$ cat config.mk
export PLATFORM = sky130hd
export DESIGN_NAME = multi_cycle_ctrl_flat
export DESIGN_NICKNAME = d
export VERILOG_FILES = /design/src/rtl/ctrl_pkg.sv /design/src/rtl/multi_cycle_ctrl_if.sv /design/src/rtl/ctrl_decode.sv /design/src/rtl/multi_cycle_ctrl.sv /design/src/flat_wrapper.sv
export SDC_FILE = /design/constraint.sdc
export NUM_CORES = 1
export LEC_CHECK = 0
export ABC_AREA = 0
export CAP_MARGIN = 15
export CORE_UTILIZATION = 50
export CTS_BUF_LIST = sky130_fd_sc_hd__clkbuf_4
export DETAILED_ROUTE_END_ITERATION = 12
export GPL_TIMING_DRIVEN = 0
export PLACE_DENSITY_LB_ADDON = 0.25
export SLEW_MARGIN = 20
export SYNTH_ARGS = -nofsm -noshare
export SYNTH_HDL_FRONTEND = slang
export SYNTH_SLANG_ARGS = --single-unit
$ cat constraint.sdc
create_clock -name CLK -period 2.6 [get_ports CLK]
set_clock_uncertainty 0.05 [all_clocks]
set_input_delay 0.52 -clock CLK [delete_from_list [all_inputs] [get_ports CLK]]
set_output_delay 0.52 -clock CLK [all_outputs]
set_load 0.005 [all_outputs]
$ cat src/rtl/ctrl_pkg.sv
// Shared definitions for the multicycle control unit: opcodes, state
// encodings, ALU/PC-select codes and small opcode classification helpers.
package ctrl_pkg;

  localparam int OP_W = 6;
  typedef logic [OP_W-1:0] op_t;

  // Instruction opcodes (IR[31:26]).
  localparam op_t OP_ADD  = 6'b000000;
  localparam op_t OP_SUB  = 6'b000001;
  localparam op_t OP_ADDI = 6'b000010;
  localparam op_t OP_OR   = 6'b010000;
  localparam op_t OP_AND  = 6'b010001;
  localparam op_t OP_ORI  = 6'b010010;
  localparam op_t OP_SLT  = 6'b100110;
  localparam op_t OP_SW   = 6'b110000;
  localparam op_t OP_LW   = 6'b110001;
  localparam op_t OP_BEQ  = 6'b110100;
  localparam op_t OP_BNE  = 6'b110101;
  localparam op_t OP_J    = 6'b111000;
  localparam op_t OP_HALT = 6'b111111;

  // Controller states; sHALT reuses S_ID and is told apart by the halted flag.
  typedef enum logic [2:0] {
    S_IF     = 3'b000,
    S_ID     = 3'b001,
    S_EXE_LS = 3'b010,
    S_MEM    = 3'b011,
    S_WB_LD  = 3'b100,
    S_EXE_BR = 3'b101,
    S_EXE_AL = 3'b110,
    S_WB_AL  = 3'b111
  } state_e;

  // ALU operation codes.
  localparam logic [2:0] ALU_ADD = 3'b000;
  localparam logic [2:0] ALU_SUB = 3'b001;
  localparam logic [2:0] ALU_OR  = 3'b010;
  localparam logic [2:0] ALU_AND = 3'b011;
  localparam logic [2:0] ALU_SLT = 3'b100;

  // Next-PC select codes.
  localparam logic [1:0] PCSRC_SEQ = 2'b00;
  localparam logic [1:0] PCSRC_BR  = 2'b01;
  localparam logic [1:0] PCSRC_JMP = 2'b10;

  // Register-register ALU ops (destination is rd).
  function automatic logic is_rtype(input op_t op);
    case (op)
      OP_ADD, OP_SUB, OP_OR, OP_AND, OP_SLT: is_rtype = 1'b1;
      default:                               is_rtype = 1'b0;
    endcase
  endfunction

  // Any op that takes the EXE_AL / WB_AL path.
  function automatic logic is_alu(input op_t op);
    case (op)
      OP_ADDI, OP_ORI: is_alu = 1'b1;
      default:         is_alu = is_rtype(op);
    endcase
  endfunction

  // Loads and stores.
  function automatic logic is_mem(input op_t op);
    case (op)
      OP_SW, OP_LW: is_mem = 1'b1;
      default:      is_mem = 1'b0;
    endcase
  endfunction

  // Conditional branches.
  function automatic logic is_branch(input op_t op);
    case (op)
      OP_BEQ, OP_BNE: is_branch = 1'b1;
      default:        is_branch = 1'b0;
    endcase
  endfunction

  // Everything the controller knows how to sequence.
  function automatic logic is_legal(input op_t op);
    case (op)
      OP_J, OP_HALT: is_legal = 1'b1;
      default:       is_legal = is_alu(op) | is_mem(op) | is_branch(op);
    endcase
  endfunction

  // Immediate-operand instructions feed the extender into ALU input B.
  function automatic logic uses_imm(input op_t op);
    case (op)
      OP_ADDI, OP_ORI, OP_SW, OP_LW: uses_imm = 1'b1;
      default:                       uses_imm = 1'b0;
    endcase
  endfunction

  // ALU function for each opcode; address arithmetic uses add, compares use sub.
  function automatic logic [2:0] alu_op_of(input op_t op);
    case (op)
      OP_SUB, OP_BEQ, OP_BNE: alu_op_of = ALU_SUB;
      OP_OR, OP_ORI:          alu_op_of = ALU_OR;
      OP_AND:                 alu_op_of = ALU_AND;
      OP_SLT:                 alu_op_of = ALU_SLT;
      default:                alu_op_of = ALU_ADD;
    endcase
  endfunction

endpackage

$ cat src/rtl/multi_cycle_ctrl_if.sv
// Control bus between the multicycle controller and the datapath.
// master = controller side, slave = datapath side.
interface multi_cycle_ctrl_if #(
  parameter int OPW  = 6,
  parameter int CNTW = 32
);
  logic [OPW-1:0]  opcode;
  logic            zero;
  logic            PCWre;
  logic [1:0]      PCSrc;
  logic            IRWre;
  logic            RegWre;
  logic            RegDst;
  logic            ALUSrcB;
  logic [2:0]      ALUOp;
  logic            ExtSel;
  logic            mRD;
  logic            mWR;
  logic            DBDataSrc;
  logic [2:0]      state;
  logic            halted;
  logic            illegal;
  logic [CNTW-1:0] retired;

  modport master (
    input  opcode, zero,
    output PCWre, PCSrc, IRWre, RegWre, RegDst, ALUSrcB, ALUOp, ExtSel,
           mRD, mWR, DBDataSrc, state, halted, illegal, retired
  );

  modport slave (
    output opcode, zero,
    input  PCWre, PCSrc, IRWre, RegWre, RegDst, ALUSrcB, ALUOp, ExtSel,
           mRD, mWR, DBDataSrc, state, halted, illegal, retired
  );
endinterface

$ cat src/rtl/ctrl_decode.sv
// Moore-style control decode: maps (state, halted, opcode, zero) onto the
// datapath control lines. Purely combinational; state lives in the top.
module ctrl_decode
  import ctrl_pkg::*;
(
  input  state_e     state,
  input  logic       halted,
  input  op_t        opcode,
  input  logic       zero,
  output logic       IRWre,
  output logic       PCWre,
  output logic [1:0] PCSrc,
  output logic       RegWre,
  output logic       RegDst,
  output logic       ALUSrcB,
  output logic [2:0] ALUOp,
  output logic       ExtSel,
  output logic       mRD,
  output logic       mWR,
  output logic       DBDataSrc
);

  logic taken_s;

  // Branch decision: beq taken on zero, bne taken on not-zero.
  always_comb begin
    taken_s = 1'b0;
    if (opcode == OP_BEQ) begin
      taken_s = zero;
    end else if (opcode == OP_BNE) begin
      taken_s = ~zero;
    end else begin
      taken_s = 1'b0;
    end
  end

  // Control line decode; everything idles at 0 in sIF (except IRWre) and in sHALT.
  always_comb begin
    IRWre     = 1'b0;
    PCWre     = 1'b0;
    PCSrc     = PCSRC_SEQ;
    RegWre    = 1'b0;
    RegDst    = 1'b0;
    ALUSrcB   = 1'b0;
    ALUOp     = ALU_ADD;
    ExtSel    = 1'b0;
    mRD       = 1'b0;
    mWR       = 1'b0;
    DBDataSrc = 1'b0;
    if (halted) begin
      PCWre = 1'b0;
    end else begin
      case (state)
        S_IF: begin
          IRWre = 1'b1;
        end
        S_ID: begin
          // j and undefined opcodes retire straight out of decode.
          if (opcode == OP_J) begin
            PCWre = 1'b1;
            PCSrc = PCSRC_JMP;
          end else if (!is_legal(opcode)) begin
            PCWre = 1'b1;
          end else begin
            PCWre = 1'b0;
          end
        end
        S_EXE_AL, S_EXE_LS: begin
          PCWre = 1'b0;
        end
        S_WB_AL: begin
          PCWre  = 1'b1;
          RegWre = 1'b1;
        end
        S_MEM: begin
          if (opcode == OP_LW) begin
            mRD = 1'b1;
          end else if (opcode == OP_SW) begin
            mWR   = 1'b1;
            PCWre = 1'b1;
          end else begin
            mRD = 1'b0;
          end
        end
        S_WB_LD: begin
          PCWre     = 1'b1;
          RegWre    = 1'b1;
          DBDataSrc = 1'b1;
        end
        S_EXE_BR: begin
          PCWre = 1'b1;
          PCSrc = taken_s ? PCSRC_BR : PCSRC_SEQ;
        end
        default: begin
          PCWre = 1'b0;
        end
      endcase
      // Operand/ALU selects follow the opcode once it has been latched in IR.
      if (state != S_IF) begin
        ALUOp   = alu_op_of(opcode);
        ALUSrcB = uses_imm(opcode);
        ExtSel  = (opcode != OP_ORI);
        RegDst  = is_rtype(opcode);
      end else begin
        ALUOp = ALU_ADD;
      end
    end
  end

endmodule

$ cat src/rtl/multi_cycle_ctrl.sv
// Multicycle CPU controller: sequences IF/ID/EXE/MEM/WB, tracks halt and
// illegal-opcode status and counts retired instructions.
module multi_cycle_ctrl
  import ctrl_pkg::*;
#(
  parameter int OPW  = 6,
  parameter int CNTW = 32
) (
  input  logic                CLK,
  input  logic                Reset,
  multi_cycle_ctrl_if.master  bus
);

  localparam logic [CNTW-1:0] CNT_ZERO = {CNTW{1'b0}};
  localparam logic [CNTW-1:0] CNT_ONE  = {{(CNTW-1){1'b0}}, 1'b1};

  state_e          state_r;
  logic            halted_r;
  logic            illegal_r;
  logic [CNTW-1:0] retired_r;

  logic [OPW-1:0]  opcode_s;
  logic            IRWre_s;
  logic            PCWre_s;
  logic [1:0]      PCSrc_s;
  logic            RegWre_s;
  logic            RegDst_s;
  logic            ALUSrcB_s;
  logic [2:0]      ALUOp_s;
  logic            ExtSel_s;
  logic            mRD_s;
  logic            mWR_s;
  logic            DBDataSrc_s;

  assign opcode_s = bus.opcode;

  ctrl_decode u_decode (
    .state     (state_r),
    .halted    (halted_r),
    .opcode    (opcode_s),
    .zero      (bus.zero),
    .IRWre     (IRWre_s),
    .PCWre     (PCWre_s),
    .PCSrc     (PCSrc_s),
    .RegWre    (RegWre_s),
    .RegDst    (RegDst_s),
    .ALUSrcB   (ALUSrcB_s),
    .ALUOp     (ALUOp_s),
    .ExtSel    (ExtSel_s),
    .mRD       (mRD_s),
    .mWR       (mWR_s),
    .DBDataSrc (DBDataSrc_s)
  );

  // Sequencer: state, halt/illegal flags and the retired-instruction counter.
  always_ff @(posedge CLK or negedge Reset) begin
    if (!Reset) begin
      state_r   <= S_IF;
      halted_r  <= 1'b0;
      illegal_r <= 1'b0;
      retired_r <= CNT_ZERO;
    end else begin
      // Every instruction raises PCWre exactly once, in its final cycle.
      if (PCWre_s) begin
        retired_r <= retired_r + CNT_ONE;
      end
      if (halted_r) begin
        state_r <= S_ID;
      end else begin
        case (state_r)
          S_IF: begin
            state_r <= S_ID;
          end
          S_ID: begin
            if (is_alu(opcode_s)) begin
              state_r <= S_EXE_AL;
            end else if (is_mem(opcode_s)) begin
              state_r <= S_EXE_LS;
            end else if (is_branch(opcode_s)) begin
              state_r <= S_EXE_BR;
            end else if (opcode_s == OP_HALT) begin
              state_r  <= S_ID;
              halted_r <= 1'b1;
            end else begin
              // j and undefined opcodes complete here.
              state_r <= S_IF;
              if (!is_legal(opcode_s)) begin
                illegal_r <= 1'b1;
              end
            end
          end
          S_EXE_AL: state_r <= S_WB_AL;
          S_WB_AL:  state_r <= S_IF;
          S_EXE_LS: state_r <= S_MEM;
          S_MEM:    state_r <= (opcode_s == OP_LW) ? S_WB_LD : S_IF;
          S_WB_LD:  state_r <= S_IF;
          S_EXE_BR: state_r <= S_IF;
          default:  state_r <= S_IF;
        endcase
      end
    end
  end

  assign bus.IRWre     = IRWre_s;
  assign bus.PCWre     = PCWre_s;
  assign bus.PCSrc     = PCSrc_s;
  assign bus.RegWre    = RegWre_s;
  assign bus.RegDst    = RegDst_s;
  assign bus.ALUSrcB   = ALUSrcB_s;
  assign bus.ALUOp     = ALUOp_s;
  assign bus.ExtSel    = ExtSel_s;
  assign bus.mRD       = mRD_s;
  assign bus.mWR       = mWR_s;
  assign bus.DBDataSrc = DBDataSrc_s;
  assign bus.state     = state_r;
  assign bus.halted    = halted_r;
  assign bus.illegal   = illegal_r;
  assign bus.retired   = retired_r;

endmodule

$ cat src/flat_wrapper.sv
// flat-port wrapper written by rule: the top's interface ports become plain ports
module multi_cycle_ctrl_flat import ctrl_pkg::*;
#(
  parameter int OPW  = 6,
  parameter int CNTW = 32
)
  (CLK, Reset, bus_opcode, bus_zero, bus_PCWre, bus_PCSrc, bus_IRWre, bus_RegWre, bus_RegDst, bus_ALUSrcB, bus_ALUOp, bus_ExtSel, bus_mRD, bus_mWR, bus_DBDataSrc, bus_state, bus_halted, bus_illegal, bus_retired);
  multi_cycle_ctrl_if #(.OPW(OPW), .CNTW(CNTW)) bus_i ();
  input  logic CLK;
  input  logic Reset;
  input wire logic [$bits(bus_i.opcode)-1:0] bus_opcode;
  input wire logic [$bits(bus_i.zero)-1:0] bus_zero;
  output wire logic [$bits(bus_i.PCWre)-1:0] bus_PCWre;
  output wire logic [$bits(bus_i.PCSrc)-1:0] bus_PCSrc;
  output wire logic [$bits(bus_i.IRWre)-1:0] bus_IRWre;
  output wire logic [$bits(bus_i.RegWre)-1:0] bus_RegWre;
  output wire logic [$bits(bus_i.RegDst)-1:0] bus_RegDst;
  output wire logic [$bits(bus_i.ALUSrcB)-1:0] bus_ALUSrcB;
  output wire logic [$bits(bus_i.ALUOp)-1:0] bus_ALUOp;
  output wire logic [$bits(bus_i.ExtSel)-1:0] bus_ExtSel;
  output wire logic [$bits(bus_i.mRD)-1:0] bus_mRD;
  output wire logic [$bits(bus_i.mWR)-1:0] bus_mWR;
  output wire logic [$bits(bus_i.DBDataSrc)-1:0] bus_DBDataSrc;
  output wire logic [$bits(bus_i.state)-1:0] bus_state;
  output wire logic [$bits(bus_i.halted)-1:0] bus_halted;
  output wire logic [$bits(bus_i.illegal)-1:0] bus_illegal;
  output wire logic [$bits(bus_i.retired)-1:0] bus_retired;
  assign bus_i.opcode = bus_opcode;
  assign bus_i.zero = bus_zero;
  assign bus_PCWre = bus_i.PCWre;
  assign bus_PCSrc = bus_i.PCSrc;
  assign bus_IRWre = bus_i.IRWre;
  assign bus_RegWre = bus_i.RegWre;
  assign bus_RegDst = bus_i.RegDst;
  assign bus_ALUSrcB = bus_i.ALUSrcB;
  assign bus_ALUOp = bus_i.ALUOp;
  assign bus_ExtSel = bus_i.ExtSel;
  assign bus_mRD = bus_i.mRD;
  assign bus_mWR = bus_i.mWR;
  assign bus_DBDataSrc = bus_i.DBDataSrc;
  assign bus_state = bus_i.state;
  assign bus_halted = bus_i.halted;
  assign bus_illegal = bus_i.illegal;
  assign bus_retired = bus_i.retired;
  multi_cycle_ctrl #(.OPW(OPW), .CNTW(CNTW)) u_core (.CLK(CLK), .Reset(Reset), .bus(bus_i));
endmodule
==> results of run 1 <==
cell families after synthesis:
kind of cell | Yosys count | synth area share
AND/OR/NAND/NOR | 110 | 0.315
AO/OA/AOI/OAI | 17 | 0.0684
XOR/XNOR | 32 | 0.131
flip-flops | 37 | 0.432
multiplexers | 1 | 0.00526
buffers and inverters | 15 | 0.0421
adder cells (fa/ha/maj) | 1 | 0.00584
registers in the layout, indices dropped and copies added (netlist names):
name                count
u_core.bus.halted       1
u_core.bus.illegal      1
u_core.bus.retired     32
u_core.bus.state        3
Yosys cell counts, drive strengths merged (2+ instances only):
cell type	number
a211oi	4
a21oi	6
a31o	2
and2	2
and3	2
and4	3
buf	8
dfrtp	37
inv	6
nand2	20
nand2b	6
nand3	13
nand4	14
nand4b	2
nor2	12
nor3	19
nor4	9
nor4b	2
or2	2
or3	2
xnor2	17
xor2	15
worst max-delay path: stages:
cell and delay (ns):
dlygate4sd2_1 0.27, buf_6 0.15, nand4b_4 0.20, nor4_1 0.29, clkdlybuf4s50_1 0.56
through the flow:
| stage | total power, uW | cells | area, sq um | utilization | worst slack (ns) |
|---|---|---|---|---|---|
| floorplan | 1200 | 213 | 2140 | - | 0.363 |
| global placement | 1540 | 319 | 2760 | 0.681 | -0.751 |
| detailed placement | 1550 | 320 | 2780 | 0.685 | -0.745 |
| CTS | 1980 | 333 | 2910 | 0.718 | -0.00524 |
| global route | 2130 | 333 | 2940 | 0.724 | -0.0274 |
| finish | 2000 | 333 | 2940 | 0.724 | 0.0248 |
timing repair:
item	4_1_cts	5_1_grt
gates resized for setup	16	11
pin swaps	6	2
hold buffers	1	0
hold endpoints to repair	11	0
setup buffers	4	0
endpoints found under the setup margin	11	9
layout make-up:
type | count | area (sq um)
plain buffers | 9 | 80.1
clock buffers | 6 | 45.0
clock inverters | 2 | 33.8
fillers | 320 | 1120
inverters | 6 | 25.0
multi-input cells | 161 | 1160
flip-flops and latches | 37 | 927
well taps | 50 | 62.6
repair buffers | 62 | 604
how the worst max path moves through the flow:
| stage | endpoint | cells past startpoint | slack [ns] | from |
|---|---|---|---|---|
| floorplan | bus_PCWre | 7 | 0.36 | bus_opcode[5] |
| global placement | bus_PCWre | 8 | -0.75 | bus_opcode[2] |
| detailed placement | bus_PCWre | 8 | -0.75 | bus_opcode[2] |
| CTS | bus_ALUOp[0] | 5 | -0.005 | u_core.bus.state[1] |
| global route | bus_mRD | 5 | -0.03 | bus_opcode[3] |
| finish | bus_mWR | 5 | 0.02 | bus_opcode[3] |
routing by layer:
layer / GRT usage / wire length [um] / vias to the layer above
li1: - / - / 901
met1: 0.344 / 2270 / 909
met2: 0.355 / 2470 / 56
met3: 0.0473 / 211 / 5
met4: 0.0851 / 40 / 0
met5: 0 / 0 / -
power by group through the flow:
stage / logic [uW] / registers, uW / clock network, uW
2_1_floorplan: 456 / 747 / 0
3_3_place_gp: 778 / 757 / 0
3_5_place_dp: 794 / 756 / 0
4_1_cts: 834 / 746 / 404
5_1_grt: 937 / 766 / 427
6_report: 858 / 752 / 393
==> flow_summary.html, run 1 <==
<table>
<tr><th>Metric</th><th>Value</th></tr>
<tr><th colspan="2">Flow run</th></tr>
<tr><td>Reported max-cap violation count</td><td>0</td></tr>
<tr><th colspan="2">Placed design</th></tr>
<tr><td>Routability congestion estimate from global placement</td><td>0.809</td></tr>
<tr><td>Count of buffers inserted at the top-level ports</td><td>56</td></tr>
<tr><td>Dpl hpwl</td><td>3600 um</td></tr>
<tr><th colspan="2">Power</th></tr>
<tr><td>VDD IR-drop max</td><td>313 uV</td></tr>
<tr><td>Combinational Power Share</td><td>0.428</td></tr>
<tr><td>Relative contribution of sequential cells to total power</td><td>0.375</td></tr>
<tr><td>Net load switching power</td><td>723 uW</td></tr>
<tr><td>Total power density per cell area</td><td>682 nW/um^2</td></tr>
<tr><td>Internal power consumption</td><td>1280 uW</td></tr>
<tr><td>Relative contribution of the clock network to total power</td><td>0.196</td></tr>
<tr><td>Switching share of power</td><td>0.361</td></tr>
<tr><td>Static power due to leakage</td><td>0.00113 uW</td></tr>
<tr><th colspan="2">STA</th></tr>
<tr><td>Total count of hold-check failures in the final report</td><td>0</td></tr>
<tr><td>Worst Max-Slew Pin Slew</td><td>0.396 ns</td></tr>
<tr><td>Setup tns final</td><td>0 ns</td></tr>
<tr><td>Final period demand of the worst path</td><td>2.58 ns</td></tr>
<tr><td>Achievable frequency</td><td>388 MHz</td></tr>
<tr><td>Pins over their slew limit</td><td>0</td></tr>
<tr><td>Final clock period utilization by the worst path</td><td>0.990</td></tr>
<tr><td>Count of endpoints failing setup in the final report</td><td>0</td></tr>
<tr><td>Final Hold Slack</td><td>0.420 ns</td></tr>
<tr><td>Worst rel slew slack</td><td>0.736</td></tr>
<tr><td>Setup repair after global routing missed its margin</td><td>yes</td></tr>
<tr><th colspan="2">Yosys</th></tr>
<tr><td>Ys async rst share</td><td>1.00</td></tr>
<tr><td>Most area-consuming cells after synthesis</td><td>dfrtp_1, xnor2_1, xor2_1</td></tr>
<tr><td>Synth Cell Area</td><td>2140 sq um</td></tr>
<tr><td>Post-synthesis sequential area ratio</td><td>0.432</td></tr>
<tr><td>Synthesized net count</td><td>223</td></tr>
<tr><td>Number of enable flip-flop cells after synthesis</td><td>0</td></tr>
<tr><td>Distinct cells, synth</td><td>46</td></tr>
<tr><td>Post-Syn Area per Cell</td><td>10.1 sq um</td></tr>
<tr><td>Synth Register Bits</td><td>37</td></tr>
<tr><td>Yosys warnings</td><td>0</td></tr>
<tr><td>Post-synth top area cell</td><td>dfrtp_1</td></tr>
<tr><td>Area share of the largest cell type after synthesis</td><td>0.432</td></tr>
<tr><td>Predominant post-synthesis flop cell</td><td>dfrtp_1</td></tr>
<tr><td>Syn Inst Count</td><td>213</td></tr>
<tr><th colspan="2">Global route</th></tr>
<tr><td>Largest net degree at the start of global routing</td><td>27</td></tr>
<tr><td>Initial antenna violation count</td><td>0</td></tr>
<tr><td>Total routing resource utilization after global routing</td><td>0.240</td></tr>
<tr><td>Via count of the first global-routing pass</td><td>1647</td></tr>
<tr><td>Wire length of the first global-routing pass</td><td>8050 um</td></tr>
<tr><td>Overflow after GRT</td><td>0</td></tr>
<tr><th colspan="2">Setup path</th></tr>
<tr><td>CP startpoint kind</td><td>primary input</td></tr>
<tr><td>Register-to-register setup slack</td><td>0.59 ns</td></tr>
<tr><td>Maximum fanout along the worst path</td><td>10</td></tr>
<tr><td>Worst EP arrival</td><td>2.01 ns</td></tr>
<tr><td>Worst r2r src</td><td>u_core.bus.retired[5]</td></tr>
<tr><td>Worst reg-to-reg path cell count</td><td>6</td></tr>
<tr><td>Endpoint of the worst register-to-register path</td><td>u_core.bus.retired[31]</td></tr>
<tr><td>Required arrival time at the worst endpoint</td><td>2.03 ns</td></tr>
<tr><td>Critical path class</td><td>primary input to output port</td></tr>
<tr><td>Category of the worst setup path capture point</td><td>output port</td></tr>
<tr><th colspan="2">Route</th></tr>
<tr><td>Detail-routed net length per standard cell</td><td>15.0 um</td></tr>
<tr><td>Antenna Violating Nets Remaining</td><td>0</td></tr>
<tr><td>Number of vias after detailed routing</td><td>1871</td></tr>
<tr><td>Number of DRC violations after detailed-routing iteration 0</td><td>128</td></tr>
<tr><td>Aggregate routed wire length</td><td>4990 um</td></tr>
<tr><td>Number of detailed-routing iterations run before antenna repair</td><td>5</td></tr>
<tr><td>Number of vias per cell after detailed routing</td><td>5.62</td></tr>
<tr><td>DRC violations left</td><td>0</td></tr>
<tr><th colspan="2">Clock network</th></tr>
<tr><td>Clock Tree Buf Depth</td><td>2</td></tr>
<tr><td>Clock transition at the register clock pins on the worst setup and hold paths after CTS</td><td>0.11 ns</td></tr>
<tr><td>TritonCTS clock tree</td><td>done</td></tr>
<tr><td>CTS Root Cell</td><td>clkbuf_4</td></tr>
<tr><td>Clock Sink Count</td><td>37</td></tr>
<tr><td>CTS H-Tree Depth</td><td>2</td></tr>
<tr><td>Clock network latency to the later pin of the worst-skew pair</td><td>0.34 ns</td></tr>
<tr><td>Number of buffers inserted during clock tree synthesis</td><td>5</td></tr>
<tr><th colspan="2">Worst hold path</th></tr>
<tr><td>Worst hold path stage count</td><td>1</td></tr>
<tr><td>Hold path start</td><td>u_core.bus.retired[31]</td></tr>
<tr><td>Hold Path End</td><td>u_core.bus.retired[31]</td></tr>
<tr><td>Hold crit path type</td><td>flip-flop to flip-flop</td></tr>
<tr><th colspan="2">Floorplanning</th></tr>
<tr><td>Starting Density</td><td>0.528</td></tr>
<tr><td>Floorplan core area</td><td>4060 sq um</td></tr>
<tr><td>Area of the die</td><td>4550 sq um</td></tr>
<tr><td>Count of boundary I/O pins</td><td>60</td></tr>
<tr><td>Die extent in y</td><td>67.4 um</td></tr>
<tr><td>Cell Rows</td><td>23</td></tr>
<tr><td>Width of the die</td><td>67.4 um</td></tr>
<tr><th colspan="2">Final layout</th></tr>
<tr><td>Area growth from synthesis to layout</td><td>37.3%</td></tr>
<tr><td>Most common cell after layout, fill and taps aside</td><td>clkdlybuf4s50_1</td></tr>
<tr><td>Final net count</td><td>292</td></tr>
<tr><td>Share of layout cells above drive strength 1</td><td>0.201</td></tr>
<tr><td>Diode count</td><td>0</td></tr>
<tr><td>Commonest non-fill, non-tap cells in the layout</td><td>clkdlybuf4s50_1, dfrtp_1, nand2_1</td></tr>
<tr><th colspan="2">Outcome</th></tr>
<tr><td>Outcome</td><td>finished, final reports clean</td></tr>
</table>
(Power assumes the default switching activity.)
==> run 2, diff against run 1 <==
- CORE_MARGIN: unset -> 10
==> run 2 against run 1 <==
Non-clock buffer count down 1. Sequential power hardly changed. Global-route usage down 8.4 points. Critical endpoint is now bus_PCSrc[1].
==> flow_summary.html, run 2 (synthesis results as in run 1) <==
<table>
<tr><th>Metric</th><th>Value</th></tr>
<tr><th colspan="2">Outcome</th></tr>
<tr><td>Outcome</td><td>finished, final reports clean</td></tr>
<tr><th colspan="2">Route</th></tr>
<tr><td>Number of detailed-routing iterations run before antenna repair</td><td>4</td></tr>
<tr><td>Number of vias per cell after detailed routing</td><td>5.58</td></tr>
<tr><td>Antenna Violating Nets Remaining</td><td>0</td></tr>
<tr><td>Number of vias after detailed routing</td><td>1853</td></tr>
<tr><td>Detail-routed net length per standard cell</td><td>17.1 um</td></tr>
<tr><td>DRC violations left</td><td>0</td></tr>
<tr><td>Aggregate routed wire length</td><td>5680 um</td></tr>
<tr><td>Number of DRC violations after detailed-routing iteration 0</td><td>96</td></tr>
<tr><th colspan="2">Floorplanning</th></tr>
<tr><td>Count of boundary I/O pins</td><td>60</td></tr>
<tr><td>Area of the die</td><td>7300 sq um</td></tr>
<tr><td>Cell Rows</td><td>23</td></tr>
<tr><td>Floorplan core area</td><td>4060 sq um</td></tr>
<tr><td>Starting Density</td><td>0.528</td></tr>
<tr><td>Die extent in y</td><td>85.4 um</td></tr>
<tr><td>Width of the die</td><td>85.4 um</td></tr>
<tr><th colspan="2">Global route</th></tr>
<tr><td>Overflow after GRT</td><td>0</td></tr>
<tr><td>Largest net degree at the start of global routing</td><td>28</td></tr>
<tr><td>Initial antenna violation count</td><td>0</td></tr>
<tr><td>Total routing resource utilization after global routing</td><td>0.155</td></tr>
<tr><td>Wire length of the first global-routing pass</td><td>9350 um</td></tr>
<tr><td>Via count of the first global-routing pass</td><td>1832</td></tr>
<tr><th colspan="2">STA</th></tr>
<tr><td>Achievable frequency</td><td>393 MHz</td></tr>
<tr><td>Worst Max-Slew Pin Slew</td><td>0.421 ns</td></tr>
<tr><td>Final period demand of the worst path</td><td>2.54 ns</td></tr>
<tr><td>Final clock period utilization by the worst path</td><td>0.978</td></tr>
<tr><td>Pins over their slew limit</td><td>0</td></tr>
<tr><td>Final Hold Slack</td><td>0.425 ns</td></tr>
<tr><td>Total count of hold-check failures in the final report</td><td>0</td></tr>
<tr><td>Worst rel slew slack</td><td>0.720</td></tr>
<tr><td>Count of endpoints failing setup in the final report</td><td>0</td></tr>
<tr><th colspan="2">Placed design</th></tr>
<tr><td>Routability congestion estimate from global placement</td><td>0.835</td></tr>
<tr><td>Instance area after placement</td><td>2780 sq um</td></tr>
<tr><td>Dpl hpwl</td><td>4060 um</td></tr>
<tr><td>Placed Cells incl. Taps</td><td>320</td></tr>
<tr><td>Count of buffers inserted at the top-level ports</td><td>56</td></tr>
<tr><th colspan="2">Clock network</th></tr>
<tr><td>Clock transition at the register clock pins on the worst setup and hold paths after CTS</td><td>0.11 ns</td></tr>
<tr><td>Clock Sink Count</td><td>37</td></tr>
<tr><td>TritonCTS clock tree</td><td>done</td></tr>
<tr><td>CTS Root Cell</td><td>clkbuf_4</td></tr>
<tr><td>Clock network latency to the later pin of the worst-skew pair</td><td>0.34 ns</td></tr>
<tr><td>Number of buffers inserted during clock tree synthesis</td><td>5</td></tr>
<tr><td>Clock Tree Buf Depth</td><td>2</td></tr>
<tr><td>CTS H-Tree Depth</td><td>2</td></tr>
<tr><th colspan="2">Worst hold path</th></tr>
<tr><td>Hold crit path type</td><td>flip-flop to flip-flop</td></tr>
<tr><td>Hold path start</td><td>u_core.bus.retired[31]</td></tr>
<tr><th colspan="2">Final layout</th></tr>
<tr><td>Area growth from synthesis to layout</td><td>36.1%</td></tr>
<tr><td>Final net count</td><td>291</td></tr>
<tr><td>Number of non-filler instances in the completed layout</td><td>332</td></tr>
<tr><td>Most common cell after layout, fill and taps aside</td><td>clkdlybuf4s50_1</td></tr>
<tr><td>Largest register FFs</td><td>32</td></tr>
<tr><td>Post-route standard cell area excluding fillers</td><td>2910 sq um</td></tr>
<tr><td>Util after Layout</td><td>0.718</td></tr>
<tr><td>Commonest non-fill, non-tap cells in the layout</td><td>clkdlybuf4s50_1, dfrtp_1, nand2_1</td></tr>
<tr><td>Diode count</td><td>0</td></tr>
<tr><td>Share of layout cells above drive strength 1</td><td>0.206</td></tr>
<tr><th colspan="2">Setup path</th></tr>
<tr><td>Critical path class</td><td>flip-flop to output port</td></tr>
<tr><td>Worst EP arrival</td><td>1.97 ns</td></tr>
<tr><td>CP startpoint kind</td><td>flip-flop</td></tr>
<tr><td>Category of the worst setup path capture point</td><td>output port</td></tr>
<tr><td>Maximum fanout along the worst path</td><td>8</td></tr>
<tr><td>Launch point of the critical path</td><td>u_core.bus.halted</td></tr>
<tr><td>Worst r2r src</td><td>u_core.bus.halted</td></tr>
<tr><td>Required arrival time at the worst endpoint</td><td>2.03 ns</td></tr>
<tr><th colspan="2">Flow run</th></tr>
<tr><td>Reported max-cap violation count</td><td>0</td></tr>
<tr><th colspan="2">Power</th></tr>
<tr><td>VDD IR-drop max</td><td>387 uV</td></tr>
<tr><td>PnR Total Power</td><td>1910 uW</td></tr>
<tr><td>Total power density per cell area</td><td>655 nW/um^2</td></tr>
<tr><td>Static power due to leakage</td><td>0.00112 uW</td></tr>
</table>
run 2: cell type report:
class,instances,area (sq um)
multi-input cells,161,1170
fillers,325,1140
flip-flops and latches,37,928
repair buffers,62,606
plain buffers,8,72.6
well taps,50,62.6
clock buffers,5,37.5
inverters,6,25.0
clock inverters,3,12.5
run 2: power by group:
part,switching [uW],internal (uW),leakage [uW],total (uW)
clock,187,97.9,0.0000300,285
sequential,107,647,0.000433,754
combinational,447,422,0.000657,869
total,740,1170,0.00112,1910
run 2: repair_timing:
| item | 4_1_cts | 5_1_grt |
|---|---|---|
| pin swaps | 3 | 3 |
| resized for setup | 18 | 16 |
| hold buffers | 1 | 0 |
| setup endpoints to repair | 11 | 8 |
| hold endpoints to repair | 1 | 0 |
| setup buffers | 2 | 2 |
| gates cloned | 0 | 0 |
run 2: path summary, 6_finish.rpt:
check	end	cells after the start	slack, ns
worst min-delay path	u_core.bus.retired[31]	1	0.42
max in group asynchronous	u_core.bus.halted	3	1.55
worst max register to register	u_core.bus.retired[8]	8	0.51
worst min register to register	u_core.bus.retired[31]	1	0.42
worst max-delay path	bus_PCSrc[1]	4	0.06
min in group asynchronous	u_core.bus.retired[31]	2	0.52
run 2: worst max-delay path, stage by stage (launching register included):
cell,delay (ns)
dfrtp_2,0.47
nand2b_2,0.27
nor3_2,0.18
nor2b_2,0.19
clkdlybuf4s50_1,0.52
run 2: through the flow:
step	TNS [ns]	setup slack, ns
after floorplan	0	0.363
after global placement	-3.85	-0.781
after detailed placement	-5.28	-0.821
after CTS	-0.0680	-0.0680
after global routing	-0.101	-0.0682
final	0	0.0563
run 2: per-layer routing:
metal,track usage,wire [um],part of all wire,vias to the layer above
li1,-,-,-,896
met4,0.0329,49,0.0086,0
met2,0.241,2730,0.48,56
met1,0.201,2440,0.43,894
met5,0,0,0,-
met3,0.0574,460,0.081,7
==> run 3, diff against run 2 <==
- CAP_MARGIN: 15 -> 20
- SETUP_SLACK_MARGIN: unset -> 0.4
==> run 3 against run 2 <==
Global-route usage increased by 1.5 points. Hold slack better by 0.0052 ns. Worst setup slack better by 0.24 ns. Clock power up 42%. Design area rose by 12%. Wire length grew 16%. Combinational power grew 37%. Count of clock-buffer cells in the layout up 1. Non-clock buffer count is 27 higher. Critical endpoint is now u_core.bus.state[2]. Largest cell class unchanged.
==> flow_summary.html, run 3 (synthesis results as in run 1) <==
<table>
<tr><th>Metric</th><th>Value</th></tr>
<tr><th colspan="2">Placed design</th></tr>
<tr><td>Routability congestion estimate from global placement</td><td>0.871</td></tr>
<tr><td>Instance area after placement</td><td>2780 sq um</td></tr>
<tr><td>Pre-CTS setup slack</td><td>-0.725 ns</td></tr>
<tr><td>Dpl hpwl</td><td>4080 um</td></tr>
<tr><td>Count of buffers inserted at the top-level ports</td><td>56</td></tr>
<tr><th colspan="2">Final layout</th></tr>
<tr><td>Util after Layout</td><td>0.801</td></tr>
<tr><td>Area growth from synthesis to layout</td><td>51.9%</td></tr>
<tr><td>Multi-input gate area</td><td>1290 sq um</td></tr>
<tr><td>Most common cell after layout, fill and taps aside</td><td>clkdlybuf4s50_1</td></tr>
<tr><td>Largest register FFs</td><td>32</td></tr>
<tr><td>Final net count</td><td>318</td></tr>
<tr><td>Area used by sequential logic in the layout</td><td>928 sq um</td></tr>
<tr><td>Commonest non-fill, non-tap cells in the layout</td><td>clkdlybuf4s50_1, dfrtp_1, buf_4</td></tr>
<tr><td>Post-route standard cell area excluding fillers</td><td>3250 sq um</td></tr>
<tr><td>Fillcell total</td><td>241</td></tr>
<tr><td>Diode count</td><td>0</td></tr>
<tr><td>Share of layout cells above drive strength 1</td><td>0.359</td></tr>
<tr><th colspan="2">Power</th></tr>
<tr><td>Static power due to leakage</td><td>0.00129 uW</td></tr>
<tr><td>VDD IR-drop max</td><td>373 uV</td></tr>
<tr><td>PnR Total Power</td><td>2350 uW</td></tr>
<tr><td>Total power density per cell area</td><td>721 nW/um^2</td></tr>
<tr><th colspan="2">Setup path</th></tr>
<tr><td>Critical-path cell list</td><td>buf_6 -&gt; nand4b_1 -&gt; buf_4 -&gt; buf_4 -&gt; buf_4 -&gt; buf_4 -&gt; buf_4 -&gt; buf_4 -&gt; a21oi_4 -&gt; nor2_1 -&gt; nor3_1 -&gt; nor3_1 -&gt; nor3_1</td></tr>
<tr><td>Category of the worst setup path capture point</td><td>flip-flop</td></tr>
<tr><td>Worst EP arrival</td><td>2.52 ns</td></tr>
<tr><td>Cell occurring most often along the worst timing path</td><td>buf_4</td></tr>
<tr><td>Critical-path cell with the highest stage delay</td><td>nor3_1</td></tr>
<tr><td>Stage delay of the slowest cell on the critical path</td><td>0.26 ns</td></tr>
<tr><td>Number of buffers and inverters on the critical path</td><td>7</td></tr>
<tr><td>Critical path's top delay family</td><td>simple AND/OR/NAND/NOR gates</td></tr>
<tr><td>CP startpoint kind</td><td>primary input</td></tr>
<tr><td>Maximum fanout along the worst path</td><td>7</td></tr>
<tr><td>Required arrival time at the worst endpoint</td><td>2.82 ns</td></tr>
<tr><td>Critical path class</td><td>primary input to flip-flop</td></tr>
<tr><td>Register-to-register setup slack</td><td>0.51 ns</td></tr>
<tr><th colspan="2">STA</th></tr>
<tr><td>Worst Max-Slew Pin Slew</td><td>0.399 ns</td></tr>
<tr><td>Achievable frequency</td><td>433 MHz</td></tr>
<tr><td>Setup repair after global routing missed its margin</td><td>yes</td></tr>
<tr><td>Setup tns final</td><td>0 ns</td></tr>
<tr><td>Final clock period utilization by the worst path</td><td>0.888</td></tr>
<tr><td>Worst rel slew slack</td><td>0.734</td></tr>
<tr><td>Total count of hold-check failures in the final report</td><td>0</td></tr>
<tr><td>Count of endpoints failing setup in the final report</td><td>0</td></tr>
<tr><td>Final worst slack</td><td>0.292 ns</td></tr>
<tr><td>Final period demand of the worst path</td><td>2.31 ns</td></tr>
<tr><td>Pins over their slew limit</td><td>0</td></tr>
<tr><th colspan="2">Worst hold path</th></tr>
<tr><td>Hold crit path type</td><td>flip-flop to flip-flop</td></tr>
<tr><th colspan="2">Clock network</th></tr>
<tr><td>Clock network latency to the later pin of the worst-skew pair</td><td>0.35 ns</td></tr>
<tr><td>Clock transition at the register clock pins on the worst setup and hold paths after CTS</td><td>0.11 ns</td></tr>
<tr><td>Number of buffers inserted during clock tree synthesis</td><td>5</td></tr>
<tr><td>Clock Sink Count</td><td>37</td></tr>
<tr><td>CTS H-Tree Depth</td><td>2</td></tr>
<tr><td>TritonCTS clock tree</td><td>done</td></tr>
<tr><td>CTS Root Cell</td><td>clkbuf_4</td></tr>
<tr><td>Clock Tree Buf Depth</td><td>2</td></tr>
<tr><th colspan="2">Global route</th></tr>
<tr><td>Largest net degree at the start of global routing</td><td>27</td></tr>
<tr><td>Total routing resource utilization after global routing</td><td>0.171</td></tr>
<tr><td>Initial antenna violation count</td><td>0</td></tr>
<tr><td>Via count of the first global-routing pass</td><td>2087</td></tr>
<tr><td>Wire length of the first global-routing pass</td><td>10300 um</td></tr>
<tr><td>Overflow after GRT</td><td>0</td></tr>
<tr><th colspan="2">Floorplanning</th></tr>
<tr><td>Cell Rows</td><td>23</td></tr>
<tr><td>Floorplan core area</td><td>4060 sq um</td></tr>
<tr><td>Width of the die</td><td>85.4 um</td></tr>
<tr><td>Count of boundary I/O pins</td><td>60</td></tr>
<tr><td>Die extent in y</td><td>85.4 um</td></tr>
<tr><td>Starting Density</td><td>0.528</td></tr>
<tr><td>Area of the die</td><td>7300 sq um</td></tr>
<tr><th colspan="2">Route</th></tr>
<tr><td>Number of DRC violations after detailed-routing iteration 0</td><td>98</td></tr>
<tr><td>Number of vias after detailed routing</td><td>2043</td></tr>
<tr><td>Number of detailed-routing iterations run before antenna repair</td><td>4</td></tr>
<tr><td>Detail-routed net length per standard cell</td><td>18.3 um</td></tr>
<tr><td>DRC violations left</td><td>0</td></tr>
<tr><td>Number of vias per cell after detailed routing</td><td>5.69</td></tr>
<tr><td>Aggregate routed wire length</td><td>6580 um</td></tr>
<tr><td>Max layer used</td><td>met4</td></tr>
<tr><td>Antenna Violating Nets Remaining</td><td>0</td></tr>
<tr><td>Metal-1 WL</td><td>2710 um</td></tr>
<tr><td>Metal3 WL</td><td>442 um</td></tr>
<tr><td>Met2 routed wirelength</td><td>3250 um</td></tr>
<tr><th colspan="2">Flow run</th></tr>
<tr><td>Reported max-cap violation count</td><td>0</td></tr>
<tr><th colspan="2">Outcome</th></tr>
<tr><td>Outcome</td><td>finished, final reports clean</td></tr>
</table>
-- run 3: layer usage --
metal	global-route usage	vias to the layer above
met5	0	-
met4	0.0659	0
met3	0.0583	14
met2	0.272	70
met1	0.206	1002
li1	-	957
-- run 3: worst paths after layout --
| check | from | end | cells after the start |
|---|---|---|---|
| worst max register to register | u_core.bus.halted | u_core.bus.retired[27] | 8 |
| worst min-delay path | u_core.bus.retired[31] | u_core.bus.retired[31] | 1 |
| min in group asynchronous | Reset | u_core.bus.retired[14] | 2 |
| worst max-delay path | bus_opcode[4] | u_core.bus.state[2] | 13 |
| worst min register to register | u_core.bus.retired[31] | u_core.bus.retired[31] | 1 |
| max in group asynchronous | Reset | u_core.bus.retired[23] | 3 |
-- run 3: final cells by class --
type / instances / share of cell area
buffer: 9 / 0.0277
sequential: 37 / 0.285
tap: 50 / 0.0192
clock buffer: 6 / 0.0139
clock inverter: 2 / 0.0104
multi-input combinational: 161 / 0.396
timing repair buffer: 88 / 0.239
inverter: 6 / 0.00770
-- run 3: timing repair --
item	4_1_cts	5_1_grt
gates resized for setup	75	29
hold endpoints to repair	11	0
setup buffers	24	6
setup endpoints to repair	32	12
pin swaps	6	10
hold buffers	1	0
-- run 3: report_power, final --
group          total, uW  switching, uW  internal (uW)
Clock                405            194            211
Sequential           752            105            647
Combinational       1190            567            622
Total               2350            866           1480
-- run 3: stage by stage --
step	cells	hold slack, ns
6_report	359	0.430
5_1_grt	359	0.460
4_1_cts	353	0.442
3_5_place_dp	320	0.369
3_3_place_gp	319	0.405
2_1_floorplan	213	0.174
